===== src/rtl/video_timing_pkg.sv =====
// VGA 640x480@60 raster constants, FSM state type and colour-bar palette
// shared by video_stream_source and video_timing_counter.
package video_timing_pkg;

  localparam logic [9:0] H_ACTIVE = 10'd640;
  localparam logic [9:0] H_FP     = 10'd16;
  localparam logic [9:0] H_SYNC   = 10'd96;
  localparam logic [9:0] H_BP     = 10'd48;
  localparam logic [9:0] H_TOTAL  = H_ACTIVE + H_FP + H_SYNC + H_BP;

  localparam logic [9:0] V_ACTIVE = 10'd480;
  localparam logic [9:0] V_FP     = 10'd10;
  localparam logic [9:0] V_SYNC   = 10'd2;
  localparam logic [9:0] V_BP     = 10'd33;
  localparam logic [9:0] V_TOTAL  = V_ACTIVE + V_FP + V_SYNC + V_BP;

  typedef enum logic [1:0] {
    ST_RUN   = 2'd0,
    ST_FLUSH = 2'd1,
    ST_WAIT  = 2'd2
  } state_e;

  localparam logic [23:0] BAR_WHITE   = 24'hFFFFFF;
  localparam logic [23:0] BAR_YELLOW  = 24'hFFFF00;
  localparam logic [23:0] BAR_CYAN    = 24'h00FFFF;
  localparam logic [23:0] BAR_GREEN   = 24'h00FF00;
  localparam logic [23:0] BAR_MAGENTA = 24'hFF00FF;
  localparam logic [23:0] BAR_RED     = 24'hFF0000;
  localparam logic [23:0] BAR_BLUE    = 24'h0000FF;
  localparam logic [23:0] BAR_BLACK   = 24'h000000;

  function automatic logic [23:0] bar_colour(input logic [2:0] idx);
    logic [23:0] c;
    case (idx)
      3'd0:    c = BAR_WHITE;
      3'd1:    c = BAR_YELLOW;
      3'd2:    c = BAR_CYAN;
      3'd3:    c = BAR_GREEN;
      3'd4:    c = BAR_MAGENTA;
      3'd5:    c = BAR_RED;
      3'd6:    c = BAR_BLUE;
      3'd7:    c = BAR_BLACK;
      default: c = BAR_BLACK;
    endcase
    return c;
  endfunction

endpackage


===== src/rtl/video_timing_counter.sv =====
// Free-running h/v raster counters with combinational active area and
// raw (active-high) sync windows decoded from the current count.
module video_timing_counter
  import video_timing_pkg::*;
#(
  parameter logic [9:0] H_ACT_W  = H_ACTIVE,
  parameter logic [9:0] H_FP_W   = H_FP,
  parameter logic [9:0] H_SYNC_W = H_SYNC,
  parameter logic [9:0] H_TOT_W  = H_TOTAL,
  parameter logic [9:0] V_ACT_W  = V_ACTIVE,
  parameter logic [9:0] V_FP_W   = V_FP,
  parameter logic [9:0] V_SYNC_W = V_SYNC,
  parameter logic [9:0] V_TOT_W  = V_TOTAL
) (
  input  logic       clk_i,
  input  logic       rst_i,
  output logic [9:0] h_cnt_o,
  output logic [9:0] v_cnt_o,
  output logic       active_o,
  output logic       hs_raw_o,
  output logic       vs_raw_o
);

  localparam logic [9:0] HS_START = H_ACT_W + H_FP_W;
  localparam logic [9:0] HS_END   = HS_START + H_SYNC_W;
  localparam logic [9:0] VS_START = V_ACT_W + V_FP_W;
  localparam logic [9:0] VS_END   = VS_START + V_SYNC_W;

  logic [9:0] h_q, h_d;
  logic [9:0] v_q, v_d;

  // next raster position: h wraps at end of line and advances v
  always_comb begin
    h_d = h_q + 10'd1;
    v_d = v_q;
    if (h_q == H_TOT_W - 10'd1) begin
      h_d = 10'd0;
      if (v_q == V_TOT_W - 10'd1) begin
        v_d = 10'd0;
      end else begin
        v_d = v_q + 10'd1;
      end
    end else begin
      v_d = v_q;
    end
  end

  // counter registers
  always_ff @(posedge clk_i) begin
    if (rst_i) begin
      h_q <= 10'd0;
      v_q <= 10'd0;
    end else begin
      h_q <= h_d;
      v_q <= v_d;
    end
  end

  assign h_cnt_o  = h_q;
  assign v_cnt_o  = v_q;
  assign active_o = (h_q < H_ACT_W) && (v_q < V_ACT_W);
  assign hs_raw_o = (h_q >= HS_START) && (h_q < HS_END);
  assign vs_raw_o = (v_q >= VS_START) && (v_q < VS_END);

endmodule


===== src/rtl/video_stream_source.sv =====
// AXI-Stream pixel feeder producing registered VGA RGB/blank/sync with frame
// re-alignment on tlast. Optional colour bars under VIDEO_TEST_PATTERN_EN.
module video_stream_source
  import video_timing_pkg::*;
#(
  parameter logic       HS_POL   = 1'b0,
  parameter logic       VS_POL   = 1'b0,
  parameter logic [9:0] H_ACT_W  = H_ACTIVE,
  parameter logic [9:0] H_FP_W   = H_FP,
  parameter logic [9:0] H_SYNC_W = H_SYNC,
  parameter logic [9:0] H_BP_W   = H_BP,
  parameter logic [9:0] V_ACT_W  = V_ACTIVE,
  parameter logic [9:0] V_FP_W   = V_FP,
  parameter logic [9:0] V_SYNC_W = V_SYNC,
  parameter logic [9:0] V_BP_W   = V_BP
) (
  input  logic        clk,
  input  logic        rst,
  input  logic [23:0] s_axis_tdata,
  input  logic        s_axis_tvalid,
  output logic        s_axis_tready,
  input  logic        s_axis_tlast,
`ifdef VIDEO_TEST_PATTERN_EN
  input  logic        pattern_en,
`endif
  output logic [7:0]  red,
  output logic [7:0]  green,
  output logic [7:0]  blue,
  output logic        blank,
  output logic        hsync,
  output logic        vsync,
  output logic        underflow,
  output logic        frame_err
);

  localparam logic [9:0] H_TOT_W = H_ACT_W + H_FP_W + H_SYNC_W + H_BP_W;
  localparam logic [9:0] V_TOT_W = V_ACT_W + V_FP_W + V_SYNC_W + V_BP_W;

  logic [9:0]  h_cnt_s, v_cnt_s;
  logic        active_s, hs_raw_s, vs_raw_s;
  logic        last_px_s, frame_wrap_s, tready_s, handshake_s;
  state_e      state_q, state_d, fsm_nxt_s;
  logic [23:0] stream_rgb_s, rgb_q, rgb_d;
  logic        stream_uf_s, stream_fe_s;
  logic        underflow_q, underflow_d, frame_err_q, frame_err_d;
  logic        blank_q, hsync_q, vsync_q;

  video_timing_counter #(
    .H_ACT_W (H_ACT_W),
    .H_FP_W  (H_FP_W),
    .H_SYNC_W(H_SYNC_W),
    .H_TOT_W (H_TOT_W),
    .V_ACT_W (V_ACT_W),
    .V_FP_W  (V_FP_W),
    .V_SYNC_W(V_SYNC_W),
    .V_TOT_W (V_TOT_W)
  ) u_timing (
    .clk_i   (clk),
    .rst_i   (rst),
    .h_cnt_o (h_cnt_s),
    .v_cnt_o (v_cnt_s),
    .active_o(active_s),
    .hs_raw_o(hs_raw_s),
    .vs_raw_o(vs_raw_s)
  );

  assign last_px_s    = (h_cnt_s == H_ACT_W - 10'd1) && (v_cnt_s == V_ACT_W - 10'd1);
  assign frame_wrap_s = (h_cnt_s == H_TOT_W - 10'd1) && (v_cnt_s == V_TOT_W - 10'd1);
  assign handshake_s  = s_axis_tvalid && tready_s;

  // ready depends only on raster position and FSM state
  always_comb begin
    tready_s = 1'b0;
    if (rst) begin
      tready_s = 1'b0;
`ifdef VIDEO_TEST_PATTERN_EN
    end else if (pattern_en) begin
      tready_s = 1'b0;
`endif
    end else begin
      case (state_q)
        ST_RUN:   tready_s = active_s;
        ST_FLUSH: tready_s = 1'b1;
        ST_WAIT:  tready_s = 1'b0;
        default:  tready_s = 1'b0;
      endcase
    end
  end

  assign s_axis_tready = tready_s;

  // stream FSM; in RUN during active, handshake is simply tvalid
  always_comb begin
    fsm_nxt_s    = state_q;
    stream_rgb_s = 24'h000000;
    stream_uf_s  = 1'b0;
    stream_fe_s  = 1'b0;
    case (state_q)
      ST_RUN: begin
        if (!active_s) begin
          fsm_nxt_s = ST_RUN;
        end else if (s_axis_tvalid) begin
          stream_rgb_s = s_axis_tdata;
          if (s_axis_tlast && !last_px_s) begin
            stream_fe_s = 1'b1;
            fsm_nxt_s   = ST_WAIT;
          end else if (!s_axis_tlast && last_px_s) begin
            stream_fe_s = 1'b1;
            fsm_nxt_s   = ST_FLUSH;
          end else begin
            fsm_nxt_s = ST_RUN;
          end
        end else begin
          stream_uf_s = 1'b1;
          if (last_px_s) begin
            stream_fe_s = 1'b1;
            fsm_nxt_s   = ST_FLUSH;
          end else begin
            fsm_nxt_s = ST_RUN;
          end
        end
      end
      ST_FLUSH: begin
        if (handshake_s && s_axis_tlast) begin
          fsm_nxt_s = ST_WAIT;
        end else begin
          fsm_nxt_s = ST_FLUSH;
        end
      end
      ST_WAIT: fsm_nxt_s = ST_WAIT;
      default: fsm_nxt_s = ST_RUN;
    endcase
  end

  // WAIT releases on the wrap so pixel 0 of the next frame is fetched
`ifdef VIDEO_TEST_PATTERN_EN
  logic [9:0] bar_w_s;
  logic [2:0] bar_idx_s;
  assign bar_w_s     = H_ACT_W / 10'd8;
  assign bar_idx_s   = 3'(h_cnt_s / bar_w_s);
  assign state_d     = pattern_en ? ST_WAIT :
                       ((frame_wrap_s && (fsm_nxt_s == ST_WAIT)) ? ST_RUN : fsm_nxt_s);
  assign rgb_d       = pattern_en ? (active_s ? bar_colour(bar_idx_s) : 24'h000000) : stream_rgb_s;
  assign underflow_d = stream_uf_s && !pattern_en;
  assign frame_err_d = stream_fe_s && !pattern_en;
`else
  assign state_d     = (frame_wrap_s && (fsm_nxt_s == ST_WAIT)) ? ST_RUN : fsm_nxt_s;
  assign rgb_d       = stream_rgb_s;
  assign underflow_d = stream_uf_s;
  assign frame_err_d = stream_fe_s;
`endif

  // state and output registers
  always_ff @(posedge clk) begin
    if (rst) begin
      state_q     <= ST_RUN;
      rgb_q       <= 24'h000000;
      blank_q     <= 1'b1;
      hsync_q     <= ~HS_POL;
      vsync_q     <= ~VS_POL;
      underflow_q <= 1'b0;
      frame_err_q <= 1'b0;
    end else begin
      state_q     <= state_d;
      rgb_q       <= rgb_d;
      blank_q     <= ~active_s;
      hsync_q     <= hs_raw_s ? HS_POL : ~HS_POL;
      vsync_q     <= vs_raw_s ? VS_POL : ~VS_POL;
      underflow_q <= underflow_d;
      frame_err_q <= frame_err_d;
    end
  end

  assign red       = rgb_q[23:16];
  assign green     = rgb_q[15:8];
  assign blue      = rgb_q[7:0];
  assign blank     = blank_q;
  assign hsync     = hsync_q;
  assign vsync     = vsync_q;
  assign underflow = underflow_q;
  assign frame_err = frame_err_q;

endmodule

===== config.mk =====
export PLATFORM = sky130hd
export DESIGN_NAME = video_stream_source
export DESIGN_NICKNAME = d
export VERILOG_FILES = /design/src/rtl/video_timing_pkg.sv /design/src/rtl/video_timing_counter.sv /design/src/rtl/video_stream_source.sv
export SDC_FILE = /design/constraint.sdc
export NUM_CORES = 1
export LEC_CHECK = 0
export CAP_MARGIN = 20
export CORE_MARGIN = 2
export CORE_UTILIZATION = 50
export CTS_CLUSTER_DIAMETER = 200
export DETAILED_ROUTE_END_ITERATION = 10
export DONT_BUFFER_PORTS = 1
export PLACE_DENSITY_LB_ADDON = 0.3
export SLEW_MARGIN = 20
export SYNTH_ARGS = -nofsm -noshare
export SYNTH_HDL_FRONTEND = slang
export SYNTH_SLANG_ARGS = --single-unit

===== constraint.sdc =====
create_clock -name clk -period 2.2 [get_ports clk]
set_clock_uncertainty 0.1 [all_clocks]
set_input_delay 0.44 -clock clk [delete_from_list [all_inputs] [get_ports clk]]
set_output_delay 0.44 -clock clk [all_outputs]
set_load 0.05 [all_outputs]

==> results of run 1 <==
[power breakdown]
part / leakage, nW / internal (mW) / total [mW] / switching (mW)
logic: 0.383 / 0.0233 / 0.0558 / 0.0324
clock network: 0.0474 / 0.257 / 0.555 / 0.298
registers: 0.416 / 0.950 / 1.04 / 0.0875
[worst max-delay path, cell delays in order (launching register included)]
cell and delay (ns):
dfxtp_1 0.38, o21a_1 0.21, a211oi_2 0.23, o21ai_1 0.14, inv_2 0.22
[kinds of logic after synthesis]
logic type | Yosys count
AO/OA/AOI/OAI | 13
XOR/XNOR | 17
adder cells (fa/ha/maj) | 7
buffers and inverters | 16
flip-flops | 51
AND/OR/NAND/NOR | 102
[metal layers]
metal	up-vias	wire length [microns]	global-route usage, %
li1	683	-	-
met1	624	1571	19.29
met5	-	0	0
met3	4	120	4.605
met4	0	39	8.250
met2	22	1712	26.23
[final cells by class]
| cell class | count | area (sq um) | share of cell area, % |
|---|---|---|---|
| Sequential cell | 51 | 1021 | 46.95 |
| Multi-Input combinational cell | 139 | 939.7 | 43.21 |
| Clock buffer | 6 | 82.58 | 3.797 |
| Tap cell | 50 | 62.56 | 2.877 |
| Inverter | 10 | 37.54 | 1.726 |
| Clock inverter | 2 | 16.27 | 0.7480 |
| Timing Repair Buffer | 2 | 15.01 | 0.6904 |
[worst min-delay path by stage]
| stage | end | cells after the start |
|---|---|---|
| finish | underflow | 1 |
| global route | u_timing.h_cnt_o[6] | 1 |
| CTS | u_timing.h_cnt_o[6] | 1 |
| detailed placement | u_timing.h_cnt_o[0] | 1 |
| global placement | u_timing.h_cnt_o[0] | 1 |
| floorplan | u_timing.h_cnt_o[0] | 1 |
[through the flow]
| step | utilization [%] | worst slack [ns] |
|---|---|---|
| after floorplan | - | 0.3603 |
| after global placement | 52.14 | 0.2627 |
| after detailed placement | 52.14 | 0.2085 |
| after CTS | 54.63 | 0.03782 |
| after global routing | 54.76 | 0.006596 |
| final | 54.76 | 0.1808 |
[sequential cells by signal (all words and copies together), names as in the netlist]
name	flops
underflow	1
u_timing.v_cnt_o	10
hsync	1
frame_err	1
vsync	1
state_q	2
blank	1
u_timing.h_cnt_o	10
rgb_q	24
[cell usage in the layout (no fill, tap or decap), types with 6 or more instances in the layout]
master    count
dfxtp_1      51
and2_1       24
nor2_1       18
nand3_1      12
xor2_1       11
inv_1         9
nor2_2        8
nand2_1       8
xnor2_1       6
ha_1          6
clkbuf_8      6
[what timing repair did]
| item | 4_1_cts | 5_1_grt |
|---|---|---|
| endpoints found under the hold margin | 0 | 0 |
| resized for setup | 1 | 3 |
| endpoints found under the setup margin | 1 | 2 |
| pin swaps | 0 | 1 |
==> summary.md, run 1 <==
| Metric | Value |
|---|---|
| Crit Path Category | flop to output pin |
| P_leak | 0.8462 nW |
| Worst-Margin Slew | 0.5035 ns |
| RePlAce Congestion | 0.8129 |
| Cells after Synth | 206 |
| Clk buf depth | 2 |
| Final Net Count | 244 |
| Post-route cell area | 0.002175 sq mm |
| Post-DP HPWL | 2500 microns |
| Starting DRT DRC Count | 80 |
| Cell Count, Final, Fillers Out | 260 |
| Root buffer selected by CTS | clkbuf_8 |
| Main combinational cell family by area after synthesis | simple AND/OR/NAND/NOR gates |
| Critical path peak fanout | 6 |
| Crit path DAT | 1.48 ns |
| Num CTS Buffers | 5 |
| Max-cap viol count | 0 |
| Crit Reg-Reg Endpoint | state_q[1] |
| Ys flop type | dfxtp_1 |
| Routed Antenna Nets | 0 |
| Wire length per cell | 13.24 microns |
| Post-synthesis mux area share | 0% |
| First-pass GRT wire length | 5423 microns |
| Most frequent cell after synthesis | dfxtp_1 |
| R2R Setup Slk | 0.23 ns |
| H-tree depth | 2 |
| Effective utilization at floorplan | 51.29% |
| Sinks on Clock Net | 51 |
| Hold Path Class | primary input to flop |
| Crit end category | output pin |
| Tmin final | 2.019 ns |
| Worst endpoint required time | 1.66 ns |
| Syn Nets | 241 |
| Maximum vdd drop | 0.3757 mV |
| Total grt overflow | 0 |
| # IOs | 58 |
| Slew headroom | 66.39% |
| Die Y | 67.83 microns |
| Vias | 1333 |
| Worst R2R Path Depth | 8 |
| Post-route DRC | 0 |
| Synth Area in Compound Gates | 4.914% |
| Post-DP Area | 0.002071 sq mm |
| Avg Inst Size Synth | 9.888 sq um |
| Final hold violations | 0 |
| Final setup violation count | 0 |
| Register area share after synthesis | 50.12% |
| Synth top cells by count | 51 x dfxtp_1, 24 x and2_1, 19 x nor2_1, 12 x nand3_1, 11 x xor2_1 |
| Final period util | 91.78% |
| Area leader, netlist | dfxtp_1 |
| RSZ-0062 raised after global routing | no |
| FF+latch count, synth | 51 |
| Total GRT Usage | 16.07% |
| Routed wire length | 3443 microns |
| Simple-Gate Fraction of Synth Area | 29.36% |
| Row count | 23 |
| Hold-fix buffers, CTS | 0 |
| PwrDens | 757.9 mW/mm^2 |
| P&R area growth vs syn | 6.757% |
| TritonCTS clock tree | built |
| Drt pass-1 iters | 4 |
| Min-delay src | s_axis_tvalid |
| Status | finished, final reports clean |
| WHS | 0.1026 ns |
| Clk slew on worst S/H paths | 0.09 ns |
| Core Region | 0.003971 sq mm |
| Postcts setup bufs | 0 |
| Sum of negative setup slack | 0 ns |
| Share of cells above drive strength 1 | 14.76% |
| Fill cells | 361 |
| Inst Count DP | 252 |
| Port bufs | 0 |
| Diodes inserted | 0 |
| Mapped Area | 0.002037 sq mm |
| Slew Viols, Final | 0 |
| Via density | 5.127 |
| Largest net degree at the start of global routing | 25 |
| Yosys cell types | 39 |
| Die area | 0.004600 sq mm |
| Fraction of registers with async set/reset | 0% |
| Total power | 1.648 mW |
| Critical Path Source | u_timing.h_cnt_o[8] |
| Vias in the first global route | 1215 |
| Worst setup endpoint | s_axis_tready |
| Post-Synth Adder-Cell Area | 4.300% |
| Top cells by area, synth | dfxtp_1 50%, and2_1 7.4%, xor2_1 4.7%, ha_1 4.3%, nor2_1 3.5% |
| Fmax | 495.2 MHz |
| Crit start category | flop |
| Die W | 67.83 microns |
| Post-synthesis xor/xnor area fraction | 7.310% |
| Worst R2R Start | u_timing.h_cnt_o[0] |
| Post-synth EDFFs | 0 |
| Clk Latency, worst-skew pair | 0.30 ns |
| Top cell type's share of synthesized area | 50.12% |
| Synthesis Warnings | 0 |
| Initial antenna violation count | 0 |
Power figures use the tool's default switching activity.
==> inputs of run 2 (changes only) <==
--- a/config.mk
+++ b/config.mk
@@ -5,6 +5,7 @@
 export SDC_FILE = /design/constraint.sdc
 export NUM_CORES = 1
 export LEC_CHECK = 0
+export ABC_AREA = 1
 export CAP_MARGIN = 20
 export CORE_MARGIN = 2
 export CORE_UTILIZATION = 50
==> summary.md, run 2 <==
| Metric | Value |
|---|---|
| Starting DRT DRC Count | 163 (+100%) |
| Drt pass-1 iters | 4 (unchanged) |
| Final hold violations | 0 (unchanged) |
| Clk Latency, worst-skew pair | 0.31 ns (about the same) |
| Post-DP Area | 0.002461 sq mm (+19%) |
| PwrDens | 693.8 mW/mm^2 (-8.5%) |
| Core Region | 0.004692 sq mm (+18%) |
| Worst-Margin Slew | 0.4969 ns (-0.006588 ns) |
| Syn Nets | 334 (+39%) |
| Clk buf depth | 2 (unchanged) |
| Worst endpoint required time | 1.66 ns (about the same) |
| Fmax | 483.5 MHz (-2.4%) |
| Port bufs | 0 (unchanged) |
| Post-route cell area | 0.002605 sq mm (+20%) |
| Critical path peak fanout | 8 (+2) |
| R2R Setup Slk | 0.40 ns (+0.17 ns) |
| Die Y | 73.62 microns (+8.5%) |
| CP max-delay cell | dfxtp_1 |
| Largest net degree at the start of global routing | 18 (-28%) |
| Vias | 1787 (+34%) |
| # IOs | 58 (unchanged) |
| Status | finished, final reports clean |
| Most frequent cell after synthesis | inv_1 |
| RePlAce Congestion | 0.8519 (+4.8%) |
| P&R area growth vs syn | 7.486% |
| Slew headroom | 66.83% (+0.44 points) |
| Die area | 0.005420 sq mm (+18%) |
| Total power | 1.807 mW (+9.7%) |
| First-pass GRT wire length | 7224 microns (+33%) |
| Sinks on Clock Net | 51 (unchanged) |
| Crit start category | flop |
| Post-route DRC | 0 (unchanged) |
| Num CTS Buffers | 5 (unchanged) |
| Initial antenna violation count | 0 (unchanged) |
| Crit path DAT | 1.53 ns (+0.05 ns) |
| Register area share after synthesis | 42.13% (-8.0 points) |
| CP Cell Sequence | nand4_4 > nand2_2 > nor2_4 > o21a_1 > buf_6 |
| Avg Inst Size Synth | 8.106 sq um (-18%) |
| TritonCTS clock tree | built |
| Hold path cells | 1 (unchanged) |
| Via density | 4.964 (-3.2%) |
| Die W | 73.62 microns (+8.5%) |
| Worst setup endpoint | s_axis_tready |
| Root buffer selected by CTS | clkbuf_8 |
| Post-DP HPWL | 3230 microns (+29%) |
| Row count | 25 (+8.7%) |
| Maximum vdd drop | 0.4711 mV (+25%) |
| Crit end category | output pin |
| Total grt overflow | 0 (unchanged) |
| Fraction of registers with async set/reset | 0% (unchanged) |
| FF+latch count, synth | 51 (unchanged) |
| Top reg by flops | rgb_q |
| Final Net Count | 340 (+39%) |
| Share of cells above drive strength 1 | 18.95% (+4.2 points) |
| Routed Antenna Nets | 0 (unchanged) |
| H-tree depth | 2 (unchanged) |
| RSZ-0062 raised after global routing | no |
| Area leader, netlist | dfxtp_1 |
| Post-synth EDFFs | 0 (unchanged) |
| Total GRT Usage | 17.16% (+1.1 points) |
| Slew Viols, Final | 0 (unchanged) |
| Hold-fix buffers, CTS | 0 (unchanged) |
| Vias in the first global route | 1588 (+31%) |
| Worst R2R Start | u_timing.h_cnt_o[0] |
| Diodes inserted | 0 (unchanged) |
| Synth top cells by count | 59 x inv_1, 51 x dfxtp_1, 41 x nand2_1, 31 x nor2_1, 21 x nor2_4 |
| Most frequent cells in the layout | 59 x inv_1, 49 x dfxtp_1, 41 x nand2_1 |
| Clk slew on worst S/H paths | 0.09 ns (about the same) |
| Critical Path Source | u_timing.v_cnt_o[5] |
| Routed wire length | 4353 microns (+26%) |
| Yosys cell types | 36 (-7.7%) |
| Tmin final | 2.068 ns (+0.04895 ns) |
| Crit Reg-Reg Endpoint | state_q[1] |
| Crit Path Category | flop to output pin |
| Final period util | 94.01% (+2.2 points) |
| Mapped Area | 0.002424 sq mm (+19%) |
| Wire length per cell | 12.09 microns (-8.7%) |
| Worst R2R Path Depth | 13 (+5) |
| Final setup violation count | 0 (unchanged) |
| Slowest cell delay on critical path | 0.56 ns (+0.18 ns) |
| P_leak | 1.144 nW (+35%) |
| Top cell type's share of synthesized area | 42.13% (-8.0 points) |
| Max-cap viol count | 0 (unchanged) |
| Max FFs per register | 24 (unchanged) |
| Synthesis Warnings | 0 (unchanged) |
| Ys flop type | dfxtp_1 |
| Hold Path Class | primary input to flop |
| Effective utilization at floorplan | 51.65% (+0.36 points) |
| Most common cell after layout, fill and taps aside | inv_1 |
| Cells after Synth | 299 (+45%) |
| Top cells by area, synth | dfxtp_1 42%, nor2_4 9.8%, inv_1 9.1%, nand2_1 6.4%, nor2_1 4.8% |
| Fill cells | 446 (+24%) |
| Sum of negative setup slack | 0 ns (unchanged) |
-- run 2: changes by cell type after synthesis, sizes merged, moves of 5 or more --
cell	change
a21oi	+5
and2	-24
and3	-5
buf	+7
inv	+53
nand2	+35
nand3	+7
nand4	+7
nor2	+32
xnor2	-5
xor2	-6
-- run 2: critical path, delay by kind of cell (launching register included) --
family,cells,cell delay (ns)
flip-flops,1,0.56
AND/OR/NAND/NOR,3,0.34
AO/OA/AOI/OAI,1,0.17
buffers and inverters,1,0.15
-- run 2: kinds of logic (layout without fill, tap and decap cells) --
kind of cell	Yosys count	count (layout)	synth area share, %
and+or+nand+nor	140	140	33.20
xor gates and xnor gates	6	6	2.168
adders and majority gates	7	7	3.614
buffers and inverters	73	80	13.22
AOI/OAI and AO/OA	22	22	5.680
DFF	51	51	42.13
-- run 2: timing repair --
item                                    4_1_cts  5_1_grt
resized for setup                             0        3
endpoints found under the setup margin        0        1
setup buffers                                 0        3
-- run 2: layout make-up --
class,count,area (sq um),share of cell area [%]
Sequential cell,51,1023,39.29
Timing Repair Buffer,8,76.32,2.930
Clock inverter,3,46.29,1.777
Multi-Input combinational cell,175,1082,41.55
Tap cell,54,67.56,2.594
Clock buffer,5,68.82,2.642
Inverter,64,240.2,9.222
-- run 2: power by group --
part | internal (mW) | leakage (nW) | switching [mW]
combinational | 0.0396 | 0.672 | 0.0682
clock | 0.343 | 0.0548 | 0.321
sequential | 0.949 | 0.417 | 0.0859
total | 1.33 | 1.14 | 0.475
-- run 2: worst min-delay path by stage --
stage,startpoint,endpoint,slack [ns]
floorplan,u_timing.h_cnt_o[0],u_timing.h_cnt_o[0],0.33
global placement,u_timing.h_cnt_o[0],u_timing.h_cnt_o[0],0.34
detailed placement,u_timing.h_cnt_o[0],u_timing.h_cnt_o[0],0.36
CTS,rst,u_timing.v_cnt_o[9],0.08
global route,rst,u_timing.v_cnt_o[9],0.07
finish,rst,u_timing.v_cnt_o[7],0.09
-- run 2: per-stage QoR --
step                      hold WS (ns)  setup slack, ns  utilization (%)  std cells
final                          0.08527           0.1318            55.52        360
after global routing           0.06937         0.004798            55.52        360
after CTS                      0.08464          0.04196            54.91        357
after floorplan                 0.3296           0.4172                -        299
after detailed placement        0.3587           0.3793            52.45        349
after global placement          0.3438           0.4232            52.45        349
-- run 2: per-layer routing --
layer  global-route usage (%)  vias to the layer above  share of wire [%]
met4                    4.848                        0                1.4
met2                    27.98                       46                 51
met1                    22.07                      810                 44
met3                    4.938                        7                3.5
li1                         -                      924                  -
met5                        0                        -                  0
==> RTL edit (config.mk and constraints of run 1) <==
Re-encode `state_e` (3 states) as one-hot, 3 bits wide.
--- a/src/rtl/video_timing_pkg.sv
+++ b/src/rtl/video_timing_pkg.sv
@@ -15,8 +15,8 @@
   localparam logic [9:0] V_TOTAL  = V_ACTIVE + V_FP + V_SYNC + V_BP;
 
-  typedef enum logic [1:0] {
-    ST_RUN   = 2'd0,
-    ST_FLUSH = 2'd1,
-    ST_WAIT  = 2'd2
+  typedef enum logic [2:0] {
+    ST_RUN   = 3'b001,
+    ST_FLUSH = 3'b010,
+    ST_WAIT  = 3'b100
   } state_e;
 
Behaviour: same outputs for any inputs over 10 cycles, from zero or initial values and one cycle with rst high; not proved beyond that.
==> RTL edit against run 1 <==
Cell area increased by 10%; sequential cell count increased by 1; routed wire length increased by 18%; hold slack got worse by 0.019 ns; register-to-register slack got worse by 0.14 ns; critical endpoint unchanged; critical path depth increased by 1; combinational power increased by 79%; total power increased by 12%; non-clock buffer count increased by 14; setup slack got worse by 0.12 ns; synthesized area increased by 3.7%.
==> RTL edit: results (changes against run 1) <==
Placed design
  – Inst Count DP: 277 (was 252)
  – Placer congestion estimate: 0.769 (was 0.813)

Outcome
  – Status: finished clean (unchanged)

Synthesis
  – Synth Area in Compound Gates: 0.0823 (was 0.0491)
  – Synthesized Nets: 259 (was 241)
  – Netlist cell types: 44 (was 39)
  – Cell count after synthesis: 224 (was 206)
  – Commonest cells in the netlist: dfxtp_1 (52), and3_1 (25), nor2_1 (22), nand3_1 (11), inv_1 (10) (was dfxtp_1 (51), and2_1 (24), nor2_1 (19), nand3_1 (12), xor2_1 (11))
  – Ranking of synthesized cells by area: dfxtp_1 (49%), and3_1 (7.4%), ha_1 (4.1%) (was dfxtp_1 (50%), and2_1 (7.4%), xor2_1 (4.7%))
  – Adder-Cell Fraction of Synth Area: 0.0414 (was 0.0430)

Global route
  – Largest net degree at the start of global routing: 29 (was 25)
  – Global Route Usage Sum: 0.178 (was 0.161)
  – First-pass GRT wire length: 6840 µm (was 5420 µm)

Power and ir drop
  – Clock net power: 0.000682 W (was 0.000555 W)
  – PwrDens: 769 nW/µm² (was 758 nW/µm²)
  – Psw: 0.000478 W (was 0.000418 W)
  – VDD IR max: 0.648 mV (was 0.376 mV)

Final layout
  – Nets@finish: 270 (was 244)
  – Post-layout util: 0.595 (was 0.548)
  – Fillcell total: 373 (was 361)
  – Final cell count without fillers: 286 (was 260)

Setup path
  – Slowest CP cell: dfxtp_2 (was dfxtp_1)
  – CP arrival: 1.60 ns (was 1.48 ns)
  – Critical path startpoint: u_timing.v_cnt_o[9] (was u_timing.h_cnt_o[8])
  – Worst R2R Path Depth: 4 (was 8)
  – Reg-to-reg setup timing slack: 0.09 ns (was 0.23 ns)

Timing
  – Least-Margin Pin Slew: 0.498 ns (was 0.504 ns)

Routing
  – Initial DRC count: 95 (was 80)
  – Vias/cell: 5.57 (was 5.13)
[RTL edit: final cells by class]
| class | instances | area share |
|---|---|---|
| repair buffers | 16 | 0.0553 |
| multi-input cells | 150 | 0.417 |
| clock buffers | 5 | 0.0287 |
| inverters | 10 | 0.0156 |
| clock inverters | 3 | 0.0209 |
| flip-flops and latches | 52 | 0.437 |
| well taps | 50 | 0.0261 |
[RTL edit: stage by stage]
step / TNS (ns) / setup slack [ns] / hold slack (ns)
after floorplan: 0 / 0.0234 / 0.341
after global placement: 0 / 0.120 / 0.396
after detailed placement: 0 / 0.0561 / 0.398
after CTS: 0 / 0.00369 / 0.0761
after global routing: -0.000114 / -0.000114 / 0.0701
final: 0 / 0.0619 / 0.0831
[RTL edit: routing by layer]
layer	global-route usage	routed length, µm	vias up
met2	0.286	1950	41
met4	0.0871	104	0
met5	0	0	-
li1	-	-	809
met3	0.0409	153	9
met1	0.223	1860	734
